$ cat config.mk
export PLATFORM = sky130hd
export DESIGN_NAME = micro8_cpu
export DESIGN_NICKNAME = d
export VERILOG_FILES = /design/src/rtl/micro8_cpu.sv
export SDC_FILE = /design/constraint.sdc
export NUM_CORES = 1
export LEC_CHECK = 0
export CORE_AREA = 4 4 109 111
export CTS_CLUSTER_DIAMETER = 60
export DETAILED_ROUTE_END_ITERATION = 10
export DIE_AREA = 0 0 113 115
export PLACE_DENSITY_LB_ADDON = 0.3
export SETUP_SLACK_MARGIN = 0.5
export SLEW_MARGIN = 5
export SYNTH_ARGS = -nofsm -noshare
export SYNTH_HDL_FRONTEND = slang
export SYNTH_SLANG_ARGS = --single-unit
$ cat constraint.sdc
create_clock -name clk -period 4.3 [get_ports clk]
set_input_delay 1.29 -clock clk [delete_from_list [all_inputs] [get_ports clk]]
set_output_delay 1.29 -clock clk [all_outputs]
set_load 0.01 [all_outputs]
$ cat src/rtl/micro8_cpu.sv
// micro8_cpu: 8-bit multi-cycle microprocessor.
//   - Four general registers (A, B, C, D), accumulator, PC, IR, operand latch T,
//     zero and carry flags.
//   - Shares one synchronous 256x8 RAM for program and data. Read data is
//     valid in the cycle after the address was presented.
//   - Internal state is exported on test outputs for a system-level bench.
//   - Optional feature, macro CPU_HALT_EN: when defined, opcode F parks the
//     core in HALT until reset. When undefined, opcode F behaves as NOP.
module micro8_cpu #(
  parameter logic [7:0] RESET_PC = 8'h00
) (
  input  logic       clk,
  input  logic       rst_n,
  input  logic [7:0] ram_out,
  output logic [7:0] ram_data,
  output logic [7:0] ram_addr,
  output logic       ram_we,
  output logic [7:0] test_state,
  output logic [7:0] test_A,
  output logic [7:0] test_B,
  output logic [7:0] test_C,
  output logic [7:0] test_D,
  output logic [7:0] test_Acc,
  output logic [7:0] pc_out,
  output logic [7:0] ir_out,
  output logic       zero,
  output logic       carry
);

  // Control sequencer states. The encodings are visible on test_state.
  typedef enum logic [2:0] {
    S_FETCH   = 3'd0,
    S_LATCH   = 3'd1,
    S_EXEC    = 3'd2,
    S_OPERAND = 3'd3,
    S_MEM     = 3'd4,
    S_WB      = 3'd5,
    S_HALT    = 3'd6
  } state_t;

  // Instruction opcodes, taken from IR[7:4].
  typedef enum logic [3:0] {
    OP_NOP = 4'h0,
    OP_LDI = 4'h1,
    OP_LD  = 4'h2,
    OP_ST  = 4'h3,
    OP_MOV = 4'h4,
    OP_ADD = 4'h5,
    OP_SUB = 4'h6,
    OP_AND = 4'h7,
    OP_OR  = 4'h8,
    OP_XOR = 4'h9,
    OP_NOT = 4'hA,
    OP_MVA = 4'hB,
    OP_JMP = 4'hC,
    OP_JZ  = 4'hD,
    OP_JC  = 4'hE,
    OP_HLT = 4'hF
  } op_t;

  // Architectural state.
  state_t     r_state;
  logic [7:0] r_pc;
  logic [7:0] r_ir;
  logic [7:0] r_t;
  logic [7:0] r_acc;
  logic [7:0] r_gpr [4];
  logic       r_zero;
  logic       r_carry;

  // Decode and datapath wires.
  state_t     w_next_state;
  op_t        w_op;
  logic [1:0] w_rx_sel;
  logic [1:0] w_ry_sel;
  logic [7:0] w_rx;
  logic [7:0] w_ry;
  logic       w_two_byte;
  logic       w_is_jump;
  logic       w_jump_taken;
  logic [8:0] w_sum9;
  logic [7:0] w_alu_res;
  logic       w_alu_carry;
  logic       w_alu_en;
  logic [7:0] w_pc_inc;

  assign w_op     = op_t'(r_ir[7:4]);
  assign w_rx_sel = r_ir[3:2];
  assign w_ry_sel = r_ir[1:0];
  assign w_rx     = r_gpr[w_rx_sel];
  assign w_ry     = r_gpr[w_ry_sel];
  // 8-bit add wraps naturally from 8'hFF to 8'h00.
  assign w_pc_inc = r_pc + 8'd1;

  // Decode instruction length and branch class.
  always_comb begin
    w_two_byte = 1'b0;
    w_is_jump  = 1'b0;
    case (w_op)
      OP_LDI, OP_LD, OP_ST: w_two_byte = 1'b1;
      OP_JMP, OP_JZ, OP_JC: begin
        w_two_byte = 1'b1;
        w_is_jump  = 1'b1;
      end
      default: ;
    endcase
  end

  // Branch condition, evaluated against the flags left by earlier ALU ops.
  always_comb begin
    w_jump_taken = 1'b0;
    case (w_op)
      OP_JMP:  w_jump_taken = 1'b1;
      OP_JZ:   w_jump_taken = r_zero;
      OP_JC:   w_jump_taken = r_carry;
      default: w_jump_taken = 1'b0;
    endcase
  end

  // ALU: result, carry/borrow, and whether this opcode updates the flags.
  // NOTE: every signal driven in an always_comb gets a default first, so no
  // path through the case can leave it unassigned and infer a latch.
  always_comb begin
    w_sum9      = {1'b0, w_rx} + {1'b0, w_ry};
    w_alu_res   = 8'h00;
    w_alu_carry = 1'b0;
    w_alu_en    = 1'b0;
    case (w_op)
      OP_ADD: begin
        w_alu_res   = w_sum9[7:0];
        w_alu_carry = w_sum9[8];
        w_alu_en    = 1'b1;
      end
      OP_SUB: begin
        // The result wraps modulo 256. Carry reports a borrow.
        w_alu_res   = w_rx - w_ry;
        w_alu_carry = (w_rx < w_ry);
        w_alu_en    = 1'b1;
      end
      OP_AND: begin
        w_alu_res = w_rx & w_ry;
        w_alu_en  = 1'b1;
      end
      OP_OR: begin
        w_alu_res = w_rx | w_ry;
        w_alu_en  = 1'b1;
      end
      OP_XOR: begin
        w_alu_res = w_rx ^ w_ry;
        w_alu_en  = 1'b1;
      end
      OP_NOT: begin
        w_alu_res = ~w_rx;
        w_alu_en  = 1'b1;
      end
      default: ;
    endcase
  end

  // Sequencer state register.
  // NOTE: clocked state uses non-blocking assignments, so every flop samples
  // its pre-edge inputs regardless of the order of the statements.
  always_ff @(posedge clk) begin
    if (!rst_n) r_state <= S_FETCH;
    else        r_state <= w_next_state;
  end

  // Next-state logic for the sequencer.
  always_comb begin
    w_next_state = S_FETCH;
    case (r_state)
      S_FETCH: w_next_state = S_LATCH;
      S_LATCH: w_next_state = S_EXEC;
      S_EXEC: begin
        if (w_two_byte) begin
          w_next_state = S_OPERAND;
        end else if (w_op == OP_HLT) begin
`ifdef CPU_HALT_EN
          w_next_state = S_HALT;
`else
          w_next_state = S_FETCH;
`endif
        end else begin
          w_next_state = S_FETCH;
        end
      end
      S_OPERAND: w_next_state = (w_op == OP_LD || w_op == OP_ST) ? S_MEM : S_FETCH;
      S_MEM:     w_next_state = (w_op == OP_LD) ? S_WB : S_FETCH;
      S_WB:      w_next_state = S_FETCH;
      S_HALT:    w_next_state = S_HALT;
      default:   w_next_state = S_FETCH;
    endcase
  end

  // RAM interface. The address is PC except in MEM, where the operand latch
  // points at the data location. The write strobe is gated by rst_n, so a
  // reset that lands on an in-flight ST never writes memory.
  always_comb begin
    ram_addr = r_pc;
    ram_data = w_rx;
    ram_we   = 1'b0;
    if (r_state == S_MEM) begin
      ram_addr = r_t;
      ram_we   = rst_n && (w_op == OP_ST);
    end
  end

  // Datapath registers: PC, IR, operand latch, register file, accumulator, flags.
  // NOTE: the four-entry register file is made of plain flops and is cleared
  // on reset along with the rest of the architectural state.
  always_ff @(posedge clk) begin
    if (!rst_n) begin
      r_pc    <= RESET_PC;
      r_ir    <= 8'h00;
      r_t     <= 8'h00;
      r_acc   <= 8'h00;
      r_zero  <= 1'b0;
      r_carry <= 1'b0;
      for (int i = 0; i < 4; i++) r_gpr[i] <= 8'h00;
    end else begin
      case (r_state)
        S_LATCH: begin
          r_ir <= ram_out;
          r_pc <= w_pc_inc;
        end
        S_EXEC: begin
          if (w_alu_en) begin
            r_acc   <= w_alu_res;
            r_zero  <= (w_alu_res == 8'h00);
            r_carry <= w_alu_carry;
          end
          if (w_op == OP_MOV) r_gpr[w_rx_sel] <= w_ry;
          if (w_op == OP_MVA) r_gpr[w_rx_sel] <= r_acc;
        end
        S_OPERAND: begin
          r_t  <= ram_out;
          r_pc <= (w_is_jump && w_jump_taken) ? ram_out : w_pc_inc;
          if (w_op == OP_LDI) r_gpr[w_rx_sel] <= ram_out;
        end
        S_WB: r_gpr[w_rx_sel] <= ram_out;
        default: ;
      endcase
    end
  end

  // Test visibility.
  assign test_state = {5'b00000, r_state};
  assign test_A     = r_gpr[0];
  assign test_B     = r_gpr[1];
  assign test_C     = r_gpr[2];
  assign test_D     = r_gpr[3];
  assign test_Acc   = r_acc;
  assign pc_out     = r_pc;
  assign ir_out     = r_ir;
  assign zero       = r_zero;
  assign carry      = r_carry;

endmodule

==> results of run 1 <==
-- cell usage after synthesis (4+ instances only) --
cell / n
sky130_fd_sc_hd__o21ai_1: 11
sky130_fd_sc_hd__inv_1: 23
sky130_fd_sc_hd__edfxtp_1: 32
sky130_fd_sc_hd__mux2i_1: 4
sky130_fd_sc_hd__nor2_1: 54
sky130_fd_sc_hd__o31ai_1: 5
sky130_fd_sc_hd__and2_1: 5
sky130_fd_sc_hd__a21oi_1: 37
sky130_fd_sc_hd__clkbuf_1: 11
sky130_fd_sc_hd__nand2_1: 64
sky130_fd_sc_hd__dfxtp_1: 41
sky130_fd_sc_hd__buf_2: 10
sky130_fd_sc_hd__nor2b_1: 6
sky130_fd_sc_hd__ha_1: 25
sky130_fd_sc_hd__a211oi_1: 9
sky130_fd_sc_hd__mux4_2: 16
sky130_fd_sc_hd__buf_4: 10
sky130_fd_sc_hd__nand2b_1: 14
sky130_fd_sc_hd__and3_1: 5
sky130_fd_sc_hd__o211ai_1: 10
sky130_fd_sc_hd__nand3_1: 8
sky130_fd_sc_hd__o21ai_0: 31
sky130_fd_sc_hd__mux2_2: 8
-- final cells by class --
class | instances | area (µm²) | share of cell area, %
multi-input cells | 386 | 2750 | 46.4
flip-flops and latches | 73 | 1780 | 30.1
repair buffers | 94 | 922 | 15.6
well taps | 140 | 175 | 2.96
clock buffers | 11 | 153 | 2.58
inverters | 23 | 86.3 | 1.46
clock inverters | 5 | 60.1 | 1.01
-- flip-flops by register name, summed over array words and instances (netlist names), named ones only --
| register | cells |
|---|---|
| r_gpr | 32 |
| r_state | 3 |
| pc_out | 8 |
| carry | 1 |
| ir_out | 8 |
| zero | 1 |
| r_t | 8 |
| test_Acc | 8 |
-- power by group through the flow --
stage	sequential, mW	clock [mW]	combinational, mW
finish	0.800	0.588	0.518
global route	0.807	0.631	0.561
detailed placement	0.816	0	0.508
CTS	0.800	0.598	0.511
global placement	0.815	0	0.502
floorplan	0.803	0	0.345
-- cells by family (layout without fill, tap and decap cells) --
kind of cell / after synthesis / after routing
buffers and inverters: 57 / 133
adder cells (fa/ha/maj): 27 / 27
flip-flops: 73 / 73
other: 1 / 5
AND/OR/NAND/NOR: 183 / 183
AO/OA/AOI/OAI: 141 / 141
XOR/XNOR: 2 / 2
multiplexers: 28 / 28
-- per-layer routing --
layer	track usage, %	vias up	part of all wire, %	routed length [µm]
li1	-	2002	-	-
met1	29.9	2067	43	6100
met4	7.05	0	1.8	248
met2	34.8	187	48	6750
met5	0	-	0	0
met3	3.42	17	7.3	1040
-- critical path, delay by kind of cell --
kind | cells | cell delay [ns]
buffers and inverters | 2 | 0.80
AND/OR/NAND/NOR | 2 | 0.27
-- placed cells by master, fill, tap and decap left out, types with 3 or more instances in the layout --
cell / synthesis / routed
sky130_fd_sc_hd__clkdlybuf4s50_1: 0 / 86
sky130_fd_sc_hd__nand2_1: 64 / 64
sky130_fd_sc_hd__nor2_1: 54 / 53
sky130_fd_sc_hd__dfxtp_1: 41 / 41
sky130_fd_sc_hd__a21oi_1: 37 / 37
sky130_fd_sc_hd__edfxtp_1: 32 / 32
sky130_fd_sc_hd__o21ai_0: 31 / 31
sky130_fd_sc_hd__ha_1: 25 / 25
sky130_fd_sc_hd__inv_1: 23 / 23
sky130_fd_sc_hd__mux4_2: 16 / 16
sky130_fd_sc_hd__nand2b_1: 14 / 14
sky130_fd_sc_hd__o21ai_1: 11 / 11
sky130_fd_sc_hd__o211ai_1: 10 / 10
sky130_fd_sc_hd__a211oi_1: 9 / 9
sky130_fd_sc_hd__clkbuf_8: 0 / 9
sky130_fd_sc_hd__mux2_2: 8 / 8
sky130_fd_sc_hd__nand3_1: 8 / 8
sky130_fd_sc_hd__buf_4: 10 / 7
sky130_fd_sc_hd__nor2b_1: 6 / 6
sky130_fd_sc_hd__and2_1: 5 / 5
sky130_fd_sc_hd__and3_1: 5 / 5
sky130_fd_sc_hd__o31ai_1: 5 / 5
sky130_fd_sc_hd__conb_1: 1 / 5
sky130_fd_sc_hd__mux2i_1: 4 / 4
sky130_fd_sc_hd__a22oi_1: 3 / 3
sky130_fd_sc_hd__nand4bb_1: 3 / 3
sky130_fd_sc_hd__o221ai_1: 3 / 3
sky130_fd_sc_hd__a2bb2oi_1: 3 / 3
sky130_fd_sc_hd__nor3b_1: 3 / 3
-- final timing paths --
kind                                          start                  end  cells after the start
worst max-delay path                          rst_n               ram_we                      4
worst min-delay path            r_t[6]$_SDFFE_PN0P_  r_t[6]$_SDFFE_PN0P_                      2
worst max register to register                 flop    zero$_SDFFE_PN0P_                     10
worst min register to register  r_t[6]$_SDFFE_PN0P_  r_t[6]$_SDFFE_PN0P_                      2
==> metrics.log, run 1 <==
INFO  metric run_status = finished clean
INFO  metric dpl.hpwl = around 11000 µm
INFO  metric unrepaired_setup_endpoints_after_global_routing = no
INFO  metric ys_async_sr_fraction = 0%
INFO  metric worst_setup_path_start_kind = input port
INFO  metric post_synth_fa_ha_maj_area_fraction = 7.38%
INFO  metric fin_hold_ws = 0.457 ns
INFO  metric cts.repair_timing.setup_buffer_count = 0
INFO  metric highest_net_fanout_along_the_worst_path = 2
INFO  metric initial_antenna_violation_count = 0
INFO  metric dominant_combinational_cell_family_by_area_after_synthesis = compound AO/OA/AOI/OAI gates
INFO  metric worst_setup_hold_path_clk_slew = approximately 0.080 ns
INFO  metric insertedDiodeCount = 0
INFO  metric synth_top_cells_by_area = sky130_fd_sc_hd__edfxtp_1, sky130_fd_sc_hd__dfxtp_1, sky130_fd_sc_hd__mux4_2
INFO  metric tns = 0 ns
INFO  metric clock-root-buffer = sky130_fd_sc_hd__clkbuf_8
INFO  metric comb_power_share = 27.2%
INFO  metric period_minus_slack = approximately 3.6 ns
INFO  metric drc = 0
INFO  metric fp.dieW = 113 µm
INFO  metric synthDominantCellAreaShare = 20.1%
INFO  metric via_to_cell_ratio = 5.84
INFO  metric synth.ff_latch_count = 73
INFO  metric drt_first_iter_violations = 309
INFO  metric postPlaceCellArea = 5710 µm²
INFO  metric simple_gate_fraction_of_synth_area = between 10% and 20%
INFO  metric average_instance_area_after_synthesis = a little over 9 µm²
INFO  metric grt_start_max_net_pins = 28
INFO  metric grt_pass1_wl = ~22000 µm
INFO  metric yosys_warnings = 0
INFO  metric cts_tree = built
INFO  metric initial_core_util = approximately 44%
INFO  metric postRouteWirelength = 14100 µm
INFO  metric seqPwrFrac = 42.0%
INFO  metric h_tree_depth = 3
INFO  metric final_cells = ~730
INFO  metric yosys-mux-area-fraction = 10.3%
INFO  metric critPathRequiredTime = between 3 and 4 ns
INFO  metric final_hold_fails = 0
INFO  metric ff2ff_setup_slack = 0.80 ns
INFO  metric hold_buffer_count_at_cts = 0
INFO  metric fillCellCount = 951
INFO  metric skew = 0.0141 ns
INFO  metric worst_hold_path_type = flop to flop
INFO  metric worstSkewPairLatency = roughly 0.35 ns
INFO  metric dpl.cell_count = 716
INFO  metric synth_area = 4780 µm²
INFO  metric max_slew_margin = 32.4%
INFO  metric drive_above_1_share = 10.8%
INFO  metric grt.total_usage = 21.6%
INFO  metric clock_sink_count = 73
INFO  metric die_area = ~13000 µm²
INFO  metric arrival = 2.35 ns
INFO  metric p_sw = roughly 0.62 mW
INFO  metric fin_util = 54.9%
INFO  metric pwr-share-clk = 30.8%
INFO  metric post_cts_resize_count = 2
INFO  metric total_cts_buffers = 9
INFO  metric grt_pass1_vias = between 4000 and 5000
INFO  metric cts.path.max_buffers = 2
INFO  metric row_count = 38
INFO  metric max_stage_delay = approximately 0.49 ns
INFO  metric core_area = 10800 µm²
INFO  metric switching_share = 32.3%
INFO  metric final_min_period_over_clock_period = 84.7%
INFO  metric gr-total-overflow = 0
INFO  metric post_synth_xor_area_fraction = 0.366%
INFO  metric drt-wirelength-per-cell = just under 20 µm
INFO  metric route.antenna.remaining_nets = 0
INFO  metric max_cap_viol_count = 0
INFO  metric vdd_ir_drop_max = 200 µV
INFO  metric design_area = roughly 6000 µm²
INFO  metric placement.setup.worst_slack = 0.369 ns
INFO  metric fin_nets = about 620
INFO  metric critical_path.slowest_cell = sky130_fd_sc_hd__clkdlybuf4s50_1
INFO  metric io-pin-count = between 90 and 100
INFO  metric synthToLayoutAreaGrowth = 24.0%
INFO  metric synth_edf_count = 32
INFO  metric critical_path.cell_chain = clkdlybuf4s50_1 -> nand2_1 -> nor4_1 -> dlygate4sd2_1
INFO  metric setup_viol = 0
INFO  metric timing.final.max_slew_violations = 0
INFO  metric crit_path_end_kind = output pin
INFO  metric synth_unique_cells = 75
INFO  metric post_synth_inst_count = between 500 and 600
INFO  metric post-route-worst-setup-slack = about 0.66 ns
INFO  metric place.port_buffers = 87
INFO  metric p_int = roughly 1.3 mW
INFO  metric synth_seq_area_share = between 30% and 40%
INFO  metric critPathKind = input port to output pin
INFO  metric detailedRoute.firstPassIterationCount = 5
INFO  metric static-leakage-power = 2.11 nW
INFO  metric power.total = 1.91 mW
INFO  metric gpl.final_weighted_congestion = 0.849
INFO  metric powerDensity = between 300 and 400 nW/µm²
INFO  metric worst-slew-pin-transition = 1.01 ns
INFO  metric vias = ~4300
INFO  metric synthFlopType = sky130_fd_sc_hd__dfxtp_1
INFO  metric yosys.area.top_type = sky130_fd_sc_hd__edfxtp_1
INFO  metric fmax = around 0.27 GHz
INFO  metric fp.dieH = 115 µm
INFO  metric synth-compound-area-share = 19.6%
Note: power is estimated with default switching activity, not from simulation.
==> run 2: changes to the inputs <==
==> constraint.sdc (replaced) <==
create_clock -name clk -period 3.5 [get_ports clk]
set_input_delay 1.05 -clock clk [delete_from_list [all_inputs] [get_ports clk]]
set_output_delay 1.05 -clock clk [all_outputs]
set_load 0.01 [all_outputs]
==> run 2 against run 1 <==
  * Sequential power is 21% higher
  * Wire length up 0.30%
  * Critical path depth shrank 2
  * Critical path type is now flop to output pin
  * Largest cell class unchanged
==> metrics.log, run 2 (same netlist as run 1, synthesis figures left out) <==
INFO  metric io-pin-count = 93 (unchanged)
INFO  metric unrepaired_setup_endpoints_after_global_routing = yes (was no)
INFO  metric dpl.cell_count = 726 (was 716)
INFO  metric critPathKind = flop to output pin (was input port to output pin)
INFO  metric critPathRequiredTime = 2.45 ns (was 3.01 ns)
INFO  metric worst_setup_path_start_kind = flop (was input port)
INFO  metric via_to_cell_ratio = 5.67 (was 5.84)
INFO  metric place.port_buffers = 87 (unchanged)
INFO  metric drive_above_1_share = 19.8% (was 10.8%)
INFO  metric skew = 0.0146 ns (was 0.0141 ns)
INFO  metric worst_hold_path_type = flop to flop (unchanged)
INFO  metric highest_net_fanout_along_the_worst_path = 6 (was 2)
INFO  metric grt.total_usage = 21.6% (about the same)
INFO  metric grt_start_max_net_pins = 28 (unchanged)
INFO  metric drt-wirelength-per-cell = 18.5 µm (was 19.3 µm)
INFO  metric startpoint = r_gpr[3][1]$_DFFE_PP_ (was rst_n)
INFO  metric detailedRoute.firstPassIterationCount = 5 (unchanged)
INFO  metric gpl.final_weighted_congestion = 0.862 (was 0.849)
INFO  metric period_minus_slack = 2.97 ns
INFO  metric crit_path_end_kind = output pin (unchanged)
INFO  metric dpl.hpwl = 10600 µm (was 10800 µm)
INFO  metric row_count = 38 (unchanged)
INFO  metric final_hold_fails = 0 (unchanged)
INFO  metric tns = 0 ns (unchanged)
INFO  metric total_cts_buffers = 9 (unchanged)
INFO  metric die_area = 13000 µm² (unchanged)
INFO  metric postRouteWirelength = 14200 µm (was 14100 µm)
INFO  metric gr-total-overflow = 0 (unchanged)
INFO  metric max_slew_margin = 60.8% (was 32.4%)
INFO  metric final_cells = 767 (was 732)
INFO  metric arrival = 1.92 ns (was 2.35 ns)
INFO  metric worst-slew-pin-transition = 0.588 ns (was 1.01 ns)
INFO  metric hold_path.startpoint = r_t[1]$_SDFFE_PN0P_ (was r_t[6]$_SDFFE_PN0P_)
INFO  metric vdd_ir_drop_max = 249 µV (was 200 µV)
INFO  metric vias = 4347 (was 4273)
INFO  metric worst_r2r_startpoint = r_gpr[3][1]$_DFFE_PP_
INFO  metric max_ffs_per_register = 32 (unchanged)
INFO  metric setup_viol = 0 (unchanged)
INFO  metric grt_pass1_wl = 22200 µm (was 22100 µm)
INFO  metric timing.final.max_slew_violations = 0 (unchanged)
INFO  metric fin_nets = 659 (was 624)
INFO  metric fmax = 0.337 GHz
INFO  metric final_min_period_over_clock_period = approximately 85%
INFO  metric powerDensity = 372 nW/µm² (was 321 nW/µm²)
INFO  metric static-leakage-power = 2.35 nW (was 2.11 nW)
INFO  metric run_status = finished clean (unchanged)
INFO  metric grt_pass1_vias = 4144 (was 4061)
INFO  metric max_cap_viol_count = 0 (unchanged)
INFO  metric hold_buffer_count_at_cts = 0 (unchanged)
INFO  metric clock_sink_count = 73 (unchanged)
INFO  metric worstSkewPairLatency = 0.37 ns (was 0.35 ns)
INFO  metric core_area = 10800 µm² (unchanged)
INFO  metric fp.dieW = 113 µm (unchanged)
INFO  metric fin_util = 58.3% (was 54.9%)
INFO  metric synthToLayoutAreaGrowth = 31.7% (was 24.0%)
INFO  metric cts.path.max_buffers = 2 (unchanged)
INFO  metric layout_commonest_cell = sky130_fd_sc_hd__clkdlybuf4s50_1 (unchanged)
INFO  metric initial_core_util = 44.3% (unchanged)
INFO  metric drt_first_iter_violations = 253 (was 309)
INFO  metric route.antenna.remaining_nets = 0 (unchanged)
INFO  metric worst_setup_hold_path_clk_slew = 0.08 ns (about the same)
INFO  metric initial_antenna_violation_count = 0 (unchanged)
INFO  metric drc = 0 (unchanged)
INFO  metric cts_tree = built (unchanged)
INFO  metric max_flop_register = r_gpr (unchanged)
INFO  metric fp.dieH = 115 µm (unchanged)
INFO  metric h_tree_depth = 3 (unchanged)
INFO  metric most-common-layout-cells = sky130_fd_sc_hd__clkdlybuf4s50_1, sky130_fd_sc_hd__nand2_1, sky130_fd_sc_hd__nor2_1, sky130_fd_sc_hd__buf_4, sky130_fd_sc_hd__dfxtp_1 (was sky130_fd_sc_hd__clkdlybuf4s50_1, sky130_fd_sc_hd__nand2_1, sky130_fd_sc_hd__nor2_1, sky130_fd_sc_hd__dfxtp_1, sky130_fd_sc_hd__a21oi_1)
INFO  metric insertedDiodeCount = 0 (unchanged)
INFO  metric clock-root-buffer = sky130_fd_sc_hd__clkbuf_8 (unchanged)
==> run 2: changes by cell type in the layout (fill, tap and decap cells not counted), moves of 3 or more <==
cell                              change
sky130_fd_sc_hd__a21oi_1              -3
sky130_fd_sc_hd__a21oi_2              +3
sky130_fd_sc_hd__buf_4               +32
sky130_fd_sc_hd__clkdlybuf4s50_1     -15
sky130_fd_sc_hd__dfxtp_1              -5
sky130_fd_sc_hd__dfxtp_4              +4
sky130_fd_sc_hd__dlygate4sd2_1       +13
sky130_fd_sc_hd__ha_1                 -4
==> run 2: report_power, final <==
part / switching [mW] / internal, mW
registers: 0.0432 / 0.926
clock network: 0.331 / 0.327
logic: 0.389 / 0.326
==> run 2: layout make-up <==
class | count | area (µm²)
fill | 934 | 4500
multi-input combinational | 386 | 2860
sequential | 73 | 1800
timing repair buffer | 129 | 1190
tap | 140 | 175
clock buffer | 9 | 124
inverter | 23 | 86.3
clock inverter | 7 | 71.3
==> run 2: timing repair <==
action,in CTS,in global routing
resized for setup,32,23
endpoints found under the setup margin,19,7
pin swaps,5,6
setup buffers,9,16
==> run 2: per-stage QoR <==
stage / setup slack [ns] / instance area, µm² / hold slack, ns / total power [mW]
2_1_floorplan: 0.579 / 4790 / 0.433 / 1.41
3_3_place_gp: 0.102 / 5790 / 0.439 / 1.62
3_5_place_dp: 0.0326 / 5790 / 0.449 / 1.63
4_1_cts: 0.408 / 6090 / 0.459 / 2.30
5_1_grt: 0.457 / 6300 / 0.482 / 2.46
6_report: 0.534 / 6300 / 0.456 / 2.34
==> run 2: worst paths after layout <==
kind / cells after the start / endpoint / slack (ns)
min: 2 / r_t[1]$_SDFFE_PN0P_ / 0.46
max: 2 / ram_data[1] / 0.53
min reg2reg: 2 / r_t[1]$_SDFFE_PN0P_ / 0.46
max reg2reg: 9 / zero$_SDFFE_PN0P_ / 0.57
==> run 2: layer usage <==
metal,routed length (µm),GRT usage [%],vias up,share of wire (%)
li1,-,-,2070,-
met4,199,6.57,0,1.4
met2,6840,35.1,169,48
met3,1010,4.63,18,7.1
met1,6130,29.2,2090,43
met5,0,0,-,0
==> run 2: worst max-delay path, stage by stage, from the launching register on <==
cell	delay, ns
sky130_fd_sc_hd__edfxtp_1	0.43
sky130_fd_sc_hd__mux4_2	0.60
sky130_fd_sc_hd__clkdlybuf4s50_1	0.53
